`src/rtl/traffic_pkg.sv`:
```
// rtl/traffic_pkg.sv - shared types and constants for the traffic conflict monitor
package traffic_pkg;

  localparam int N_WAY = 4;

  typedef enum logic [1:0] {SYNC, MONITOR, FAULT} state_e;
  typedef enum logic [1:0] {RED, YEL, GRN} lamp_e;

  localparam logic [2:0] FC_NONE       = 3'd0;
  localparam logic [2:0] FC_MULTI_GRN  = 3'd1;
  localparam logic [2:0] FC_NOT_ONEHOT = 3'd2;
  localparam logic [2:0] FC_G2R        = 3'd3;
  localparam logic [2:0] FC_YEL_LONG   = 3'd4;
  localparam logic [2:0] FC_YEL_SHORT  = 3'd5;

endpackage

```
`src/rtl/lamp_checker.sv`:
```
// rtl/lamp_checker.sv - per-approach lamp legality, transition and yellow-timing checks
module lamp_checker
  import traffic_pkg::*;
#(
  parameter int MIN_YELLOW_TICKS = 1,
  parameter int MAX_YELLOW_TICKS = 2
) (
  input  logic clk,
  input  logic rst_n,
  input  logic r,
  input  logic y,
  input  logic g,
  input  logic tick,
  input  logic hist_en,
  output logic onehot_ok,
  output logic g2r_err,
  output logic yel_long,
  output logic yel_short,
  output logic is_green
);

  localparam int CW = $clog2(MAX_YELLOW_TICKS + 2);
  localparam logic [CW-1:0] YMAX = CW'(MAX_YELLOW_TICKS);
  localparam logic [CW-1:0] YMIN = CW'(MIN_YELLOW_TICKS);

  lamp_e         hist;
  lamp_e         cur;
  logic [CW-1:0] ycnt;
  logic          yel_held;

  // Decode the sample (green dominates yellow dominates red) and flag violations against history
  always_comb begin
    cur = RED;
    if (g) begin
      cur = GRN;
    end else if (y) begin
      cur = YEL;
    end
    onehot_ok = (r ^ y ^ g) & ~(r & y & g);
    yel_held  = (hist == YEL) && y;
    g2r_err   = (hist == GRN) && r;
    yel_long  = yel_held && tick && (ycnt == YMAX);
    yel_short = (hist == YEL) && r && (ycnt < YMIN);
    is_green  = g;
  end

  // History and yellow-hold counter; counter restarts when yellow first appears and saturates at the limit
  always_ff @(posedge clk) begin
    if (!rst_n) begin
      hist <= RED;
      ycnt <= '0;
    end else if (hist_en) begin
      hist <= cur;
      if (y && (hist != YEL)) begin
        ycnt <= '0;
      end else if (yel_held && tick && (ycnt != YMAX)) begin
        ycnt <= ycnt + 1'b1;
      end
    end
  end

endmodule

```
`src/rtl/traffic_conflict_monitor.sv`:
```
// rtl/traffic_conflict_monitor.sv - registers lamp requests and forces flashing red on conflicts
module traffic_conflict_monitor
  import traffic_pkg::*;
#(
  parameter int SETTLE_TICKS     = 4,
  parameter int MIN_YELLOW_TICKS = 1,
  parameter int MAX_YELLOW_TICKS = 2
) (
  input  logic       clk,
  input  logic       rst_n,
  input  logic       tick,
  input  logic [3:0] r_in,
  input  logic [3:0] y_in,
  input  logic [3:0] g_in,
  input  logic       clear_fault,
  output logic [3:0] r_out,
  output logic [3:0] y_out,
  output logic [3:0] g_out,
  output logic       fault,
  output logic [2:0] fault_code
);

  localparam int SW = $clog2(SETTLE_TICKS + 1);
  localparam logic [SW-1:0] SETTLE_LAST = SW'(SETTLE_TICKS - 1);

  state_e           state, state_n;
  logic [SW-1:0]    settle, settle_n;
  logic             phase, phase_n;
  logic [3:0]       r_n, y_n, g_n;
  logic             fault_n;
  logic [2:0]       code_n;

  logic [N_WAY-1:0] onehot_ok, g2r_err, yel_long, yel_short, green;
  logic             hist_en;
  logic [2:0]       g_cnt;
  logic [2:0]       code_sel;
  logic             snapshot_legal;

  // History is frozen while a fault is latched and re-seeded on the clearing edge
  assign hist_en = (state != FAULT) || clear_fault;

  for (genvar i = 0; i < N_WAY; i++) begin : g_lamp
    lamp_checker #(
      .MIN_YELLOW_TICKS(MIN_YELLOW_TICKS),
      .MAX_YELLOW_TICKS(MAX_YELLOW_TICKS)
    ) u_chk (
      .clk      (clk),
      .rst_n    (rst_n),
      .r        (r_in[i]),
      .y        (y_in[i]),
      .g        (g_in[i]),
      .tick     (tick),
      .hist_en  (hist_en),
      .onehot_ok(onehot_ok[i]),
      .g2r_err  (g2r_err[i]),
      .yel_long (yel_long[i]),
      .yel_short(yel_short[i]),
      .is_green (green[i])
    );
  end

  // Green popcount and lowest-code-wins priority encoding across all approaches
  always_comb begin
    g_cnt = '0;
    for (int i = 0; i < N_WAY; i++) begin
      g_cnt = g_cnt + {2'b00, green[i]};
    end
    code_sel = FC_NONE;
    if (g_cnt > 3'd1) begin
      code_sel = FC_MULTI_GRN;
    end else if (!(&onehot_ok)) begin
      code_sel = FC_NOT_ONEHOT;
    end else if (|g2r_err) begin
      code_sel = FC_G2R;
    end else if (|yel_long) begin
      code_sel = FC_YEL_LONG;
    end else if (|yel_short) begin
      code_sel = FC_YEL_SHORT;
    end
    snapshot_legal = (&onehot_ok) && (g_cnt <= 3'd1);
  end

  // Next-state and next-output logic for SYNC / MONITOR / FAULT
  always_comb begin
    state_n  = state;
    r_n      = r_out;
    y_n      = y_out;
    g_n      = g_out;
    fault_n  = fault;
    code_n   = fault_code;
    settle_n = settle;
    phase_n  = phase;
    unique case (state)
      SYNC: begin
        r_n = '1;
        y_n = '0;
        g_n = '0;
        if (!snapshot_legal) begin
          settle_n = '0;
        end else if (tick) begin
          if (settle == SETTLE_LAST) begin
            settle_n = '0;
            state_n  = MONITOR;
          end else begin
            settle_n = settle + 1'b1;
          end
        end
      end
      MONITOR: begin
        if (code_sel != FC_NONE) begin
          state_n = FAULT;
          r_n     = '1;
          y_n     = '0;
          g_n     = '0;
          fault_n = 1'b1;
          code_n  = code_sel;
          phase_n = 1'b1;
        end else begin
          r_n = r_in;
          y_n = y_in;
          g_n = g_in;
        end
      end
      FAULT: begin
        y_n = '0;
        g_n = '0;
        if (clear_fault) begin
          state_n  = SYNC;
          r_n      = '1;
          fault_n  = 1'b0;
          code_n   = FC_NONE;
          settle_n = '0;
          phase_n  = 1'b1;
        end else if (tick) begin
          phase_n = ~phase;
          r_n     = phase ? 4'h0 : 4'hF;
        end
      end
      default: begin
        state_n = SYNC;
      end
    endcase
  end

  // State and output registers
  always_ff @(posedge clk) begin
    if (!rst_n) begin
      state      <= SYNC;
      r_out      <= 4'hF;
      y_out      <= '0;
      g_out      <= '0;
      fault      <= 1'b0;
      fault_code <= FC_NONE;
      settle     <= '0;
      phase      <= 1'b1;
    end else begin
      state      <= state_n;
      r_out      <= r_n;
      y_out      <= y_n;
      g_out      <= g_n;
      fault      <= fault_n;
      fault_code <= code_n;
      settle     <= settle_n;
      phase      <= phase_n;
    end
  end

endmodule

```
`config.mk`:
```
export PLATFORM = sky130hd
export DESIGN_NAME = traffic_conflict_monitor
export DESIGN_NICKNAME = d
export VERILOG_FILES = /design/src/rtl/traffic_pkg.sv /design/src/rtl/lamp_checker.sv /design/src/rtl/traffic_conflict_monitor.sv
export SDC_FILE = /design/constraint.sdc
export NUM_CORES = 1
export LEC_CHECK = 0
export CAP_MARGIN = 15
export CORE_ASPECT_RATIO = 1.75
export CORE_MARGIN = 10
export CORE_UTILIZATION = 49
export CTS_CLUSTER_DIAMETER = 50
export DETAILED_ROUTE_END_ITERATION = 8
export PLACE_DENSITY = 0.75
export SKIP_CTS_REPAIR_TIMING = 1
export SLEW_MARGIN = 0
export SYNTH_ARGS = -nofsm -noshare
export SYNTH_HDL_FRONTEND = slang
export SYNTH_HIERARCHICAL = 1
export SYNTH_SLANG_ARGS = --single-unit
```
`constraint.sdc`:
```
create_clock -name clk -period 2.21 [get_ports clk]
set_input_delay 0.663 -clock clk [delete_from_list [all_inputs] [get_ports clk]]
set_output_delay 0.663 -clock clk [all_outputs]
set_load 0.05 [all_outputs]
```
Yosys cells after proc, flatten, opt, wreduce, memory -nomap -nowiden
Index checks and enable logic that the tools add are counted.
Widths: inputs -> output; s select.
{ "totals": {"register_bits": 38, "input_bits": 16, "elab_cells": 193} }
{ "op_classes": {"n_addsub": 8, "order_cmp": 6, "eq_ne": 31, "n_mux": 49, "bitwise_logic": 25, "n_reduce_logical": 58} }
{ "ops": {"columns": ["cell", "count"], "rows": [
  ["$mux 2", 17],
  ["$logic_and 1x1->1", 33],
  ["$mux 3", 10],
  ["$mux 4", 6],
  ["$ne 2x2->1 const B", 10],
  ["$eq 2x2->1 const B", 9],
  ["$pmux 4 s2", 2],
  ["$reduce_bool 2->1", 7],
  ["$and 1x1->1", 12],
  ["$pmux 3 s2", 2],
  ["$pmux 4 s3", 1],
  ["$reduce_or 4->1", 3],
  ["$eq 2x1->1 const B", 5],
  ["$reduce_and 2->1", 5],
  ["$reduce_and 3->1", 3],
  ["$add 2x1->2 const B", 4],
  ["$lt 2x1->1 const B", 4],
  ["$mux 1", 8],
  ["$ne 2x1->1 const B", 4],
  ["$xor 1x1->1", 8],
  ["$ne 3x3->1 const B", 2],
  ["$pmux 2 s3", 1],
  ["$reduce_bool 3->1", 2],
  ["$not 1->1", 5],
  ["other kinds (13)", 14]
]} }

Depth between registers and ports, before layout
Gate-level depths: netlist of run 1.
{ "depth": {"depth_word": 12, "ltp_mapped": 9, "depth_no_buf": 8} }

Hierarchy
The synthesis of run 1 kept the hierarchy.
{ "by_module_without_submodules": {"columns": ["mod", "instances", "cells_per_inst", "area_each_um2", "seq_area_each_um2"], "rows": [
  ["lamp_checker", 4, 32, 289.0, 80.1],
  ["traffic_conflict_monitor", 1, 129, 1154.9, 440.4]
]} }

Least setup slack after synthesis of run 1
OpenSTA, ideal clock, no wires.
{ "synth_path": {"kind": "input to register", "startpoint": "in g_in[0]", "endpoint": "reg state[1]", "t_arrival_ns": 2.259, "setup_slack_ns": -0.121, "path_stages": 8, "path_buffers": 1, "cell_sequence": "buf_4 > inv_1 > fa_1 > nand2b_1 > nand3_1 > o21a_1 > nor3_1 > mux2i_1"} }
{ "synth_via": {"elab_chain_cells": 9, "word_cells_on_any_way": 17, "cone_classes": "add/sub: 3; order compare: 2; eq/ne: 2; mux: 2; bitwise: 4; reduce/logical: 4"} }
{ "synth_rtl": {"columns": ["item", "line_no", "rtl"], "rows": [
  ["start, declared", "traffic_conflict_monitor.sv:14", "input logic [3:0] g_in,"],
  ["branches (longest 8 deep; another with $add 2x1->3)", null, null],
  ["$reduce_and 5->1 (no source line) *", null, null],
  ["end signal, assigned", "traffic_conflict_monitor.sv:157", "state <= state_n;"],
  ["end, declared", "traffic_conflict_monitor.sv:26", "state_e state, state_n;"]
]} }
Mark *: on every way between the ends.
A chain may end at the register's enable or synchronous reset.

Worst setup path after layout of run 1
{ "layout_path": {"startpoint": "reg g_lamp[1].u_chk.ycnt[0]", "endpoint": "reg fault"} }
{ "layout_via": {"word_cells_on_any_way": 14, "cone_classes": "order compare: 1; eq/ne: 2; mux: 5; reduce/logical: 6"} }
{ "layout_rtl": {"columns": ["item", "line_no", "rtl"], "rows": [
  ["start, declared", "lamp_checker.sv:28", "logic [CW-1:0] ycnt;"],
  ["start signal, assigned", "lamp_checker.sv:57", "ycnt <= ycnt + 1'b1;"],
  ["$eq 2x2->1", "lamp_checker.sv:42", "yel_long = yel_held && tick && (ycnt == YMAX);"],
  ["$logic_and 1x1->1", "lamp_checker.sv:42", null],
  ["net yel_long[1]", "traffic_conflict_monitor.sv:33", "logic [N_WAY-1:0] onehot_ok, g2r_err, yel_long, yel_short, green;"],
  ["$reduce_or 4->1", "traffic_conflict_monitor.sv:75", "end else if (|yel_long) begin"],
  ["$mux 3", "traffic_conflict_monitor.sv:75", null],
  ["$mux 3", "traffic_conflict_monitor.sv:73", "end else if (|g2r_err) begin"],
  ["$mux 3", "traffic_conflict_monitor.sv:71", "end else if (!(&onehot_ok)) begin"],
  ["$mux 3", "traffic_conflict_monitor.sv:69", "if (g_cnt > 3'd1) begin"],
  ["$reduce_bool 3->1", "traffic_conflict_monitor.sv:110", "if (code_sel != FC_NONE) begin"],
  ["$ne 2x2->1 (no source line)", null, null],
  ["$reduce_and 3->1 (no source line)", null, null],
  ["end signal, assigned", "traffic_conflict_monitor.sv:161", "fault <= fault_n;"],
  ["end, declared", "traffic_conflict_monitor.sv:19", "output logic fault,"]
]} }
The timed path passes the listed nets, and every way through them passes these cells.

==> results.md, run 1 <==
- Cell count after synthesis: 257
- # fillers: 376
- Hold EP: fault_code[0]
- Port bufs: 31
- Vias: 2061
- Number of CTS-inserted buffers: 5
- Largest net degree at the start of global routing: 30
- Seq/Total Area, Yosys: 0.3292
- CP Max Fanout: 4
- Initial antenna violation count: 0
- Final Cell Area: 3138 µm²
- FF-to-FF path depth: 9
- Placed cell area: around 2900 µm²
- Pre-CTS setup slack: -705.1 ps
- Int Pwr: 1.052 mW
- IO Pins: 32
- # clock sinks: 38
- Syn Std Cell Area: 2311 µm²
- Final hold viol count: 0
- DP Cell Count: 362
- Total GRT Usage: 0.1476
- First DRT Iteration DRCs: 80
- Post-Layout Cell Count: approximately 370
- Power per cell area: 450.3 nW/µm²
- WS Path Type: register to register
- Slew margin rel.: 0.6611
- Total Power: 1.413 mW
- Hold Startpoint: fault_code[0]
- YS warnings: 6
- Clock Latency Late Sink: 280 ps
- Period minus WS final: 2176 ps
- Worst r2r src: g_lamp[1].u_chk/ycnt[0]
- DRC: 0
- Final setup violation count: 0
- Die Span X: 71.92 µm
- Slew @ Worst Pin: 503.0 ps
- First-pass GRT wire length: approximately 9.6 mm
- Status: finished, final reports clean
- R2R Setup Slk: roughly 34 ps
- CTS tree: done
- Hold Path Class: register to register
- Max-cap violations: 0
- H-tree levels: 2
- Worst VDD drop: approximately 0.39 mV
- Clock power frac: 0.311
- Core Box Area: 4624 µm²
- Psw: between 0.3 and 0.4 mW
- Average via count per standard cell: between 5 and 6
- Antenna-violating nets left: 0
- Clock-pin transition on the worst setup and hold timing paths: 70 ps
- Overflow after GRT: 0
- Slew Viols, Final: 0
- Die height: 110.9 µm
- Fmax: 459.6 MHz
- First-pass DRT Iterations: 4
- Num rows: 33
- Comb power frac: 0.186
- Sw Share: 0.2557
- Worst hold slack: 452.7 ps
- Net Count, Synth: 291
- Arrival time worst endpoint: 2370 ps
- Post-synthesis cell type count: 48
- Clk root buf: clkbuf_8
- Drt total wl: 6.097 mm
- Layout Nets: 355
- Die ar.: 7972 µm²
- Sequential share of power: 0.503
- Starting Density: 0.4997
- Avg WL per Cell: 16.35 µm
- Clock buffer depth: 2
- WHS Path Cells: 2
- # diodes: 0
- Share of layout cells above drive strength 1: 0.3146
- Tcrit/Tclk final: 0.9845
- Final worst slack: 34.33 ps
- Final HPWL DP: 4.750 mm
- Worst R2R End: fault
- Mapped Avg Cell Area: about 9.0 µm²
- Pleak: 1.336 nW
- Worst Setup End Kind: register
- Routability congestion estimate: approximately 0.82
- Layout area overhead: 35.79%
- Layout Skew: 4.561 ps
- Vias in the first global route: between 2000 and 2500
- Register bit total from synthesis: 38
- Required time of the critical path: ~2400 ps
- CP startpoint kind: register
## worst max-delay path, cell delays in order (launching register included)
cell      delay, ps
dfxtp_2         320
inv_1            50
ha_2            200
and4_2          220
or4_4           530
nand2b_4        190
buf_6           150
nor3_4          170
nand4_1         120
o211ai_1        140
## worst max-delay path by stage
stage / startpoint / to / slack [ps] / cells past startpoint
finish: g_lamp[1].u_chk/ycnt[0] / fault / 30 / 9
global route: g_lamp[1].u_chk/ycnt[0] / fault / -90 / 9
CTS: y_in[1] / g_out[0] / -440 / 11
detailed placement: y_in[1] / g_out[3] / -710 / 11
global placement: y_in[1] / state[1] / -670 / 9
floorplan: g_in[3] / r_out[0] / -20 / 8
## cell usage after synthesis (all sizes together)
cell | count | area share
nor2 | 14 | 0.023
nor2b | 17 | 0.059
nand3b | 5 | 0.016
and2b | 1 | 0.0032
clkbuf | 3 | 0.0049
nor4 | 2 | 0.015
nor3 | 5 | 0.021
a21oi | 9 | 0.026
o21ai | 9 | 0.019
nand2 | 29 | 0.047
nand4 | 2 | 0.0054
or4 | 2 | 0.0081
a21boi | 4 | 0.013
or3 | 1 | 0.0027
ha | 17 | 0.092
o21a | 2 | 0.0065
and3 | 5 | 0.016
mux2 | 4 | 0.019
and4 | 5 | 0.021
o22ai | 2 | 0.0054
nand3 | 3 | 0.0065
mux2i | 13 | 0.056
nor3b | 1 | 0.0032
o31ai | 2 | 0.0087
o31a | 1 | 0.0038
or2 | 2 | 0.0054
nand2b | 12 | 0.036
inv | 19 | 0.031
a22oi | 8 | 0.026
fa | 1 | 0.0087
o211ai | 9 | 0.029
dfxtp | 38 | 0.33
o221a | 1 | 0.0049
buf | 5 | 0.015
a21o | 2 | 0.0065
a211oi | 2 | 0.0065
## power groups by stage
stage	sequential [mW]	clock, mW	combinational, mW
after detailed placement	0.727	0	0.238
after CTS	0.711	0.455	0.240
after floorplan	0.724	0	0.128
after global placement	0.726	0	0.233
after global routing	0.713	0.480	0.286
final	0.711	0.439	0.262
## cell families (layout without fill, tap and decap cells)
kind of cell | count (synthesis) | count (layout) | synth area share
mux | 17 | 17 | 0.07580
fa+ha+maj | 18 | 18 | 0.1007
compound gates | 51 | 51 | 0.1559
flops | 38 | 38 | 0.3292
buf+inv | 27 | 91 | 0.05089
simple gates | 106 | 106 | 0.2875
## layout make-up
cell class / count / area [µm²] / share of cell area
Tap cell: 52 / 65.06 / 0.02073
Multi-Input combinational cell: 192 / 1582 / 0.5040
Inverter: 19 / 71.32 / 0.02273
Clock buffer: 7 / 76.32 / 0.02432
Timing Repair Buffer: 65 / 580.6 / 0.1850
Sequential cell: 38 / 763.2 / 0.2432
## flip-flops by register name, summed over array words and instances, names as in the netlist
name,flops
fault,1
fault_code,3
g_lamp.u_chk/hist,8
g_lamp.u_chk/ycnt,8
g_out,4
phase,1
r_out,4
settle,3
state,2
y_out,4
## cells in the final DEF (no fill, tap or decap), types with 5 or more instances in the layout
master	instances
a21oi_1	5
nor2_1	12
clkbuf_2	7
mux2i_1	13
buf_4	32
inv_1	18
nand2b_1	10
clkbuf_8	5
nand3b_1	5
o211ai_1	9
dlymetal6s2s_1	5
nand2_1	29
a22oi_2	5
nor2b_1	13
clkdlybuf4s50_1	16
dfxtp_1	36
ha_1	12
## stage by stage
step	setup TNS (ps)	utilization
finish	0	0.6786
global route	-142.1	0.6786
CTS	-8960	0.6510
detailed placement	-14970	0.6345
global placement	-14000	0.6345
floorplan	-68.94	-
## layer usage
layer,wire (µm),global-route usage,up-vias
met2,3433,0.2772,42
li1,-,-,1032
met5,0,0,-
met1,2350,0.1432,973
met4,178,0.07782,0
met3,134,0.02599,14
Note: power is estimated with default switching activity, not from simulation.
==> inputs of run 2 (changes only) <==
ABC_CLOCK_PERIOD_IN_PS = 2210   (was default)
SKIP_LAST_GASP = 1   (was default)
==> results of run 2 <==
The final DEF is identical to that of run 1; final timing and power are the same.
